File: src/rtl/vga_pkg.sv
// Shared types and constants for the VGA/CPU memory arbiter.
package vga_pkg;

  // Arbiter state: names the grant made in the previous cycle.
  typedef enum logic [2:0] {
    IDLE,
    VGA,
    CPU_RD,
    CPU_WR,
    TURN
  } arb_state_t;

  // Owner of an in-flight read, carried down the read-tag pipe.
  typedef enum logic [1:0] {
    OWN_NONE,
    OWN_VGA,
    OWN_CPU
  } owner_t;

  localparam int RD_LAT_MIN  = 1;
  localparam int RD_LAT_MAX  = 3;
  localparam int WR_TURN_MIN = 0;
  localparam int WR_TURN_MAX = 2;
  localparam int TURN_W      = 2;

endpackage

File: src/rtl/vga_rd_tag_pipe.sv
// Owner-tag shift register: aligns read ownership with the memory's read latency.
module vga_rd_tag_pipe import vga_pkg::*; #(
  parameter int DEPTH = 1
) (
  input  logic   clock,
  input  logic   reset_n,
  input  owner_t tag_in,
  output owner_t tag_out
);

  owner_t tag_pipe [DEPTH];

  // Shift one tag per cycle; reset drops every in-flight read.
  always_ff @(posedge clock) begin
    if (!reset_n) begin
      for (int i = 0; i < DEPTH; i++) tag_pipe[i] <= OWN_NONE;
    end else begin
      tag_pipe[0] <= tag_in;
      for (int i = 1; i < DEPTH; i++) tag_pipe[i] <= tag_pipe[i-1];
    end
  end

  assign tag_out = tag_pipe[DEPTH-1];

endmodule

File: src/rtl/vga_mem_arbiter.sv
// Single-port memory arbiter: VGA fetches have strict priority, CPU takes spare slots.
// A CPU write is followed by WR_TURN dead cycles; VGA requests denied are counted.
// Optional macro VGA_BLANK_ONLY_CPU_EN restricts CPU grants to blanking (bright==0).
module vga_mem_arbiter import vga_pkg::*; #(
  parameter int ADDR_W  = 16,
  parameter int DATA_W  = 16,
  parameter int RD_LAT  = 1,
  parameter int WR_TURN = 1
) (
  input  logic              clock,
  input  logic              reset_n,
  input  logic              bright,
  input  logic              vga_req,
  input  logic [ADDR_W-1:0] vga_addr,
  output logic              vga_ack,
  output logic [DATA_W-1:0] vga_rdata,
  output logic              vga_rvalid,
  input  logic              cpu_req,
  input  logic              cpu_we,
  input  logic [ADDR_W-1:0] cpu_addr,
  input  logic [DATA_W-1:0] cpu_wdata,
  output logic              cpu_ack,
  output logic [DATA_W-1:0] cpu_rdata,
  output logic              cpu_rvalid,
  output logic              mem_en,
  output logic              mem_we,
  output logic [ADDR_W-1:0] mem_addr,
  output logic [DATA_W-1:0] mem_wdata,
  input  logic [DATA_W-1:0] mem_rdata,
  output logic              vga_miss,
  output logic [15:0]       miss_count
);

  arb_state_t        state, state_nxt;
  logic [TURN_W-1:0] turn_cnt, turn_cnt_nxt;
  logic              cpu_elig;
  logic              grant_vga, grant_cpu;
  owner_t            tag_in, tag_out;
  logic [DATA_W-1:0] vga_rdata_q, cpu_rdata_q;

`ifdef VGA_BLANK_ONLY_CPU_EN
  assign cpu_elig = !bright;
`else
  logic unused_bright;
  assign unused_bright = bright;
  assign cpu_elig = 1'b1;
`endif

  // Next-state and grant selection; grants are suppressed while reset is asserted.
  always_comb begin
    state_nxt    = state;
    turn_cnt_nxt = turn_cnt;
    grant_vga    = 1'b0;
    grant_cpu    = 1'b0;
    if (state == TURN && turn_cnt != '0) begin
      turn_cnt_nxt = turn_cnt - 1'b1;
      state_nxt    = (turn_cnt == TURN_W'(1)) ? IDLE : TURN;
    end else if (vga_req) begin
      grant_vga = reset_n;
      state_nxt = VGA;
    end else if (cpu_req && cpu_elig) begin
      grant_cpu = reset_n;
      if (!cpu_we) begin
        state_nxt = CPU_RD;
      end else if (WR_TURN > 0) begin
        // Write goes straight to TURN so the dead cycles start right after it.
        state_nxt    = TURN;
        turn_cnt_nxt = TURN_W'(WR_TURN);
      end else begin
        state_nxt = CPU_WR;
      end
    end else begin
      state_nxt = IDLE;
    end
  end

  assign vga_ack   = grant_vga;
  assign cpu_ack   = grant_cpu;
  assign mem_en    = grant_vga | grant_cpu;
  assign mem_we    = grant_cpu & cpu_we;
  assign mem_addr  = grant_cpu ? cpu_addr : vga_addr;
  assign mem_wdata = (grant_cpu && cpu_we) ? cpu_wdata : '0;
  assign vga_miss  = reset_n & vga_req & !grant_vga;

  assign tag_in = grant_vga                ? OWN_VGA :
                  (grant_cpu && !cpu_we)   ? OWN_CPU : OWN_NONE;

  vga_rd_tag_pipe #(.DEPTH(RD_LAT)) u_tag_pipe (
    .clock   (clock),
    .reset_n (reset_n),
    .tag_in  (tag_in),
    .tag_out (tag_out)
  );

  // Route returning read data to its owner; rdata holds between returns.
  assign vga_rvalid = reset_n && (tag_out == OWN_VGA);
  assign cpu_rvalid = reset_n && (tag_out == OWN_CPU);
  assign vga_rdata  = vga_rvalid ? mem_rdata : vga_rdata_q;
  assign cpu_rdata  = cpu_rvalid ? mem_rdata : cpu_rdata_q;

  // State, turnaround counter, miss counter and held read data.
  always_ff @(posedge clock) begin
    if (!reset_n) begin
      state       <= IDLE;
      turn_cnt    <= '0;
      miss_count  <= '0;
      vga_rdata_q <= '0;
      cpu_rdata_q <= '0;
    end else begin
      state    <= state_nxt;
      turn_cnt <= turn_cnt_nxt;
      if (vga_miss && miss_count != 16'hFFFF) miss_count <= miss_count + 16'd1;
      if (vga_rvalid) vga_rdata_q <= mem_rdata;
      if (cpu_rvalid) cpu_rdata_q <= mem_rdata;
    end
  end

endmodule

File: config.mk
export PLATFORM = sky130hd
export DESIGN_NAME = vga_mem_arbiter
export DESIGN_NICKNAME = d
export VERILOG_FILES = /design/src/rtl/vga_pkg.sv /design/src/rtl/vga_rd_tag_pipe.sv /design/src/rtl/vga_mem_arbiter.sv
export SDC_FILE = /design/constraint.sdc
export NUM_CORES = 1
export LEC_CHECK = 0
export ABC_AREA = 0
export BUFFER_PORTS_ARGS = -buffer_cell sky130_fd_sc_hd__buf_2
export CAP_MARGIN = 40
export CORE_MARGIN = 3
export CORE_UTILIZATION = 31
export DETAILED_ROUTE_END_ITERATION = 10
export PLACE_DENSITY = 0.68
export SYNTH_ARGS = -nofsm -noshare
export SYNTH_HDL_FRONTEND = slang
export SYNTH_HIERARCHICAL = 1
export SYNTH_SLANG_ARGS = --single-unit
File: constraint.sdc
create_clock -name clock -period 4 [get_ports clock]
set_clock_uncertainty 0.2 [all_clocks]
set_input_delay 0.4 -clock clock [delete_from_list [all_inputs] [get_ports clock]]
set_output_delay 0.4 -clock clock [all_outputs]
set_load 0.05 [all_outputs]
* Word level (Yosys, flattened, before mapping)
Memory sizes are Yosys's and may differ from the RTL's.
Cells that the tools add are included.
** Operators by class
- Reduce and logical (&&, ||, !) cells :: 13
- $add $sub $neg :: 2
- Mux-type cells :: 24
- Bitwise gates (word level) :: 4
- Eq/ne operators :: 6
** Operator list (number)
- 16-bit two-way mux :: 4
- 16-bit by 1-bit adder with 16-bit output (second input constant) :: 1
- 16-bit != test (second input constant) :: 1
- 3-bit two-way mux :: 5
- 2-bit two-way mux :: 7
- 1-bit two-way mux :: 8
- 1-bit logical AND :: 6
- 2-bit nonzero test :: 3
- 2-bit by 1-bit equality test with 1-bit output (second input constant) :: 2
- 1-bit bitwise AND :: 3
- 3-bit equality test (second input constant) :: 1
- 3-bit AND reduction :: 1
- 2-bit equality test (second input constant) :: 1
- 1-bit logical NOT :: 2
- 2-bit by 1-bit != test with 1-bit output (second input constant) :: 1
- 2-bit OR reduction :: 1
- 2-bit by 1-bit subtractor with 2-bit output (second input constant) :: 1
- 1-bit bitwise OR :: 1
** Word-level totals
- Memory bits (writable) :: 2
- Logic and storage cells :: 55
- Register bits :: 53
- Memories kept :: 1
- Output and inout port bits :: 87
** Memories
- u_tag_pipe.tag_pipe :: words 1, width 2, read ports 1, clocked after memory_dff 0, wr ports 1, RTL line vga_rd_tag_pipe.sv:11 : owner_t tag_pipe [DEPTH];

* Longest topological paths before layout
- Depth in word-level cells :: 7
- Gate-level depth with buffers :: 8
- Mapped depth without buffers :: 7

* Hierarchy
Netlist, hierarchy kept.
** Modules (own cells, without submodules)
- vga_mem_arbiter :: area an instance 2633.8 um2, cells an instance 275, instances 1, seq. area each 1061.0 um2
- vga_rd_tag_pipe :: area an instance 52.6 um2, cells an instance 4, instances 1, seq. area each 40.0 um2

* Worst setup path before layout
No wires, ideal clock.
- Path kind :: reg-to-output
- From :: reg turn_cnt[0]
- To :: out mem_en
- Data arrival time :: 2.460 ns
- Cell stages (with the launch flop) :: 9
- Slack :: 0.940 ns
- Cell sequence :: dfxtp_1 inv_1 ha_1 or4b_1 buf_2 nand3_1 buf_2 inv_1 or2_2
** On the way
- Word-level cells in the longest chain between the ends :: 4
- Elaborated cells on any way between the ends :: 5
- Classes of those cells :: 2 x mux; 1 x bitwise; 2 x reduce/logical
** Ends and longest elaborated chain
- from (decl) :: RTL line vga_mem_arbiter.sv:35 : logic [TURN_W-1:0] turn_cnt, turn_cnt_nxt;
- from (signal assigned) :: RTL line vga_mem_arbiter.sv:111 : turn_cnt <= turn_cnt_nxt;
- 2-bit nonzero test :: RTL line vga_mem_arbiter.sv:55 : if (state == TURN && turn_cnt != '0) begin
- 1-bit logical AND :: RTL line vga_mem_arbiter.sv:55
- 1-bit two-way mux :: RTL line vga_mem_arbiter.sv:55
- via cpu_ack :: RTL line vga_mem_arbiter.sv:22 : output logic cpu_ack,
- 1-bit bitwise OR :: RTL line vga_mem_arbiter.sv:79 : assign mem_en = grant_vga | grant_cpu;
- to (decl) :: RTL line vga_mem_arbiter.sv:25 : output logic mem_en,
The timed path passes the listed nets, and every way through them passes these cells.

* Worst setup path in the final report
- From :: reg turn_cnt[0]
- To :: out mem_en
** On the way
- Word-level cells in the longest chain between the ends :: 4
- Elaborated cells on any way between the ends :: 5
- Classes of those cells :: 2 x mux; 1 x bitwise; 2 x reduce/logical
** Ends and longest elaborated chain (RTL line)
- 2-bit nonzero test * :: vga_mem_arbiter.sv:55
- 1-bit logical AND * :: vga_mem_arbiter.sv:55
- 1-bit two-way mux :: vga_mem_arbiter.sv:55
- 1-bit bitwise OR * :: vga_mem_arbiter.sv:79
Mark *: on every way between the ends. The rest lies on a longest branch, timed or not.

==> flow_summary.yaml <==
setup_path:
  rrSetupSlack_ns: 0.96
  cp_max_fo: 19
  end_kind: "output port"
  startpoint: "turn_cnt[0]"
  reg2regPathDepth: 6
  timing_worst_setup_path_type: "flop to output port"
  r2r_end: "miss_count[15]"
  required_ns: 3.40
  arrival_ns: 2.84
  crit_path_start_kind: "flop"
  endpoint: "mem_en"
  worstReg2RegStart: "turn_cnt[0]"
power_and_ir_drop:
  p_leak_nw: 1.85
  total_power_w: 0.00114
  power.density_nw_per_um2: 307
  ir_worst_vdd_uv: 206
grt:
  overflow: 0
  antenna_found_initial: 0
  grt_pass1_vias: 2494
  grt_usage_pct: 14.9
  grt_max_degree: 31
  grt_pass1_wl_um: 11800
clock_network:
  htree_levels: 2
  cts_made_buffers: 5
  cts_tree: "done"
  worstSkewPairLatency_ns: 0.32
  cts_num_sinks: 55
  clk_pin_slew_ns: 0.11
  cts_hold_buf: 0
  ctsResizeCount: 0
  cts.path.max_buffers: 2
  post_cts_buffers: 0
  cts_root_buf: "clkbuf_8"
layout:
  area_growth_pct: 37.7
  diodes: 0
  drive_gt1_share_pct: 50.3
  nets: 507
die:
  ios: 157
  dieArea_um2: 9820
  coreArea_um2: 8300
  die_y_um: 99.1
  rows: 33
  start_util_pct: 32.4
  die_w_um: 99.1
sta:
  hold_violations: 0
  hold_slack_ns: 0.0754
  slew_headroom_pct: 49.2
  slew_viol_final: 0
  finalSetupTns_ns: 0
  worst_slew_pin_slew_ns: 0.760
  rsz0062_at_grt: "no"
  finalCriticalPeriod_ns: 3.44
  setup_violations: 0
  post-route-period-util_pct: 86.0
  clock.fmax_mhz: 291
drt:
  vias: 2630
  routedWlPerCell_um: 13.4
  ant_nets: 0
  route.detailed.drc: 0
  drt_wl_total_um: 7260
  firstDrtPassIters: 4
  drt_iter0_drc: 140
  vias_per_cell: 4.87
placement:
  io_buffers: 155
  dp_hpwl_um: 5670
  place_congestion: 0.777
synthesis:
  synth_top_area_share_pct: 41.0
  ys_top_cells_by_area: "dfxtp_1, mux2_2, and2_1"
  yosysSeqAreaShare_pct: 41.0
  syn_area_um2: 2690
  ys.warnings.count: 6
  ys_ff_latch: 55
  synth_nets: 352
  yosysTopAreaCell: "dfxtp_1"
  synth_area_per_cell_um2: 9.63
  synth.distinct_cells: 37
  synth_cells: 279
run_status:
  status: "finished clean"
worst_hold_path:
  worstHoldPathType: "primary input to flop"
job:
  drv_cap: 0
==> flip-flops by register name, indices dropped and copies added, names as in the netlist <==
signal / cells
turn_cnt: 2
u_tag_pipe/tag_pipe: 2
state: 3
vga_rdata_q: 16
cpu_rdata_q: 16
miss_count: 16
==> worst max-delay path, stage by stage (launching register included) <==
cell,delay [ns]
dfxtp_1,0.35
inv_1,0.07
ha_1,0.20
or4b_1,0.65
nand3_1,0.61
inv_1,0.11
or2_2,0.31
buf_2,0.21
==> worst min path at each step <==
stage,depth (start not counted),start,endpoint,slack (ns)
global placement,2,turn_cnt[1],turn_cnt[1],0.28
finish,2,cpu_we,state[1],0.08
global route,2,cpu_we,state[1],0.08
detailed placement,2,miss_count[5],miss_count[5],0.30
floorplan,2,turn_cnt[1],turn_cnt[1],0.26
CTS,2,cpu_we,state[1],0.06
==> through the flow <==
stage	instance area [um^2]	cells	setup WS, ns	util (%)
floorplan	2690	279	0.940	-
global placement	3570	531	0.953	43.1
detailed placement	3580	532	0.910	43.2
CTS	3700	540	0.536	44.6
global route	3700	540	0.315	44.6
finish	3700	540	0.561	44.6
==> cell type report <==
type,instances,area (um^2)
well taps,105,131
multi-input cells,201,1500
fillers,834,4600
clock buffers,5,68.8
flip-flops and latches,55,1100
clock inverters,3,46.3
repair buffers,160,816
inverters,11,41.3
==> power by group <==
part	switching [W]	leakage [nW]	internal, W	total, W
clock	0.000196	0.0548	0.000189	0.000385
combinational	0.000131	1.35	0.0000658	0.000197
sequential	0.00000202	0.444	0.000554	0.000556
==> cell usage in the layout, fill, tap and decap left out, types with 6 or more instances in the layout <==
cell | Yosys | final
buf_2 | 3 | 155
dfxtp_1 | 55 | 55
and2_1 | 51 | 51
mux2_2 | 48 | 48
inv_1 | 11 | 11
nand2_1 | 11 | 11
nand3_1 | 10 | 10
nor2_1 | 9 | 9
or4_1 | 7 | 7
nor3_1 | 6 | 6
a21oi_1 | 6 | 6
==> cell families after synthesis <==
kind of cell               after synthesis  synth area share [%]
AOI/OAI and AO/OA                       28                  6.94
adders and majority gates                3                  1.40
buffers and inverters                   23                  3.35
DFF                                     55                  41.0
and+or+nand+nor                        119                  26.1
muxes                                   51                  21.2
==> routing by layer <==
metal	up-vias	global-route usage (%)	part of all wire [%]	wire (um)
met3	7	4.28	8.3	604
li1	1297	-	-	-
met1	1203	17.7	41	3000
met4	0	4.10	1.2	89
met2	123	26.1	49	3560
met5	-	0	0	0
==> synth_stat cells <==
cell type  instances
nor2b_1            1
o21a_1             1
nand2_1           11
and3_1             3
nand3_1           10
inv_1             11
o31ai_1            5
nor3b_1            1
or3_1              2
nand3b_1           2
o21ai_0            5
nor3_1             6
clkbuf_1           9
nor4b_1            1
a21oi_1            6
mux2i_1            3
nor4_1             3
o211a_1            1
a2111oi_0          2
and4_1             1
or4_1              7
ha_1               3
or4_4              1
o211ai_1           1
buf_2              3
nand4_1            5
o41ai_1            1
dfxtp_1           55
and2_1            51
o311a_1            1
nand2b_1           2
mux2_2            48
o21bai_1           1
nor2_1             9
or4b_1             1
or2_2              2
a31oi_1            4
Note: power is estimated with default switching activity, not from simulation.
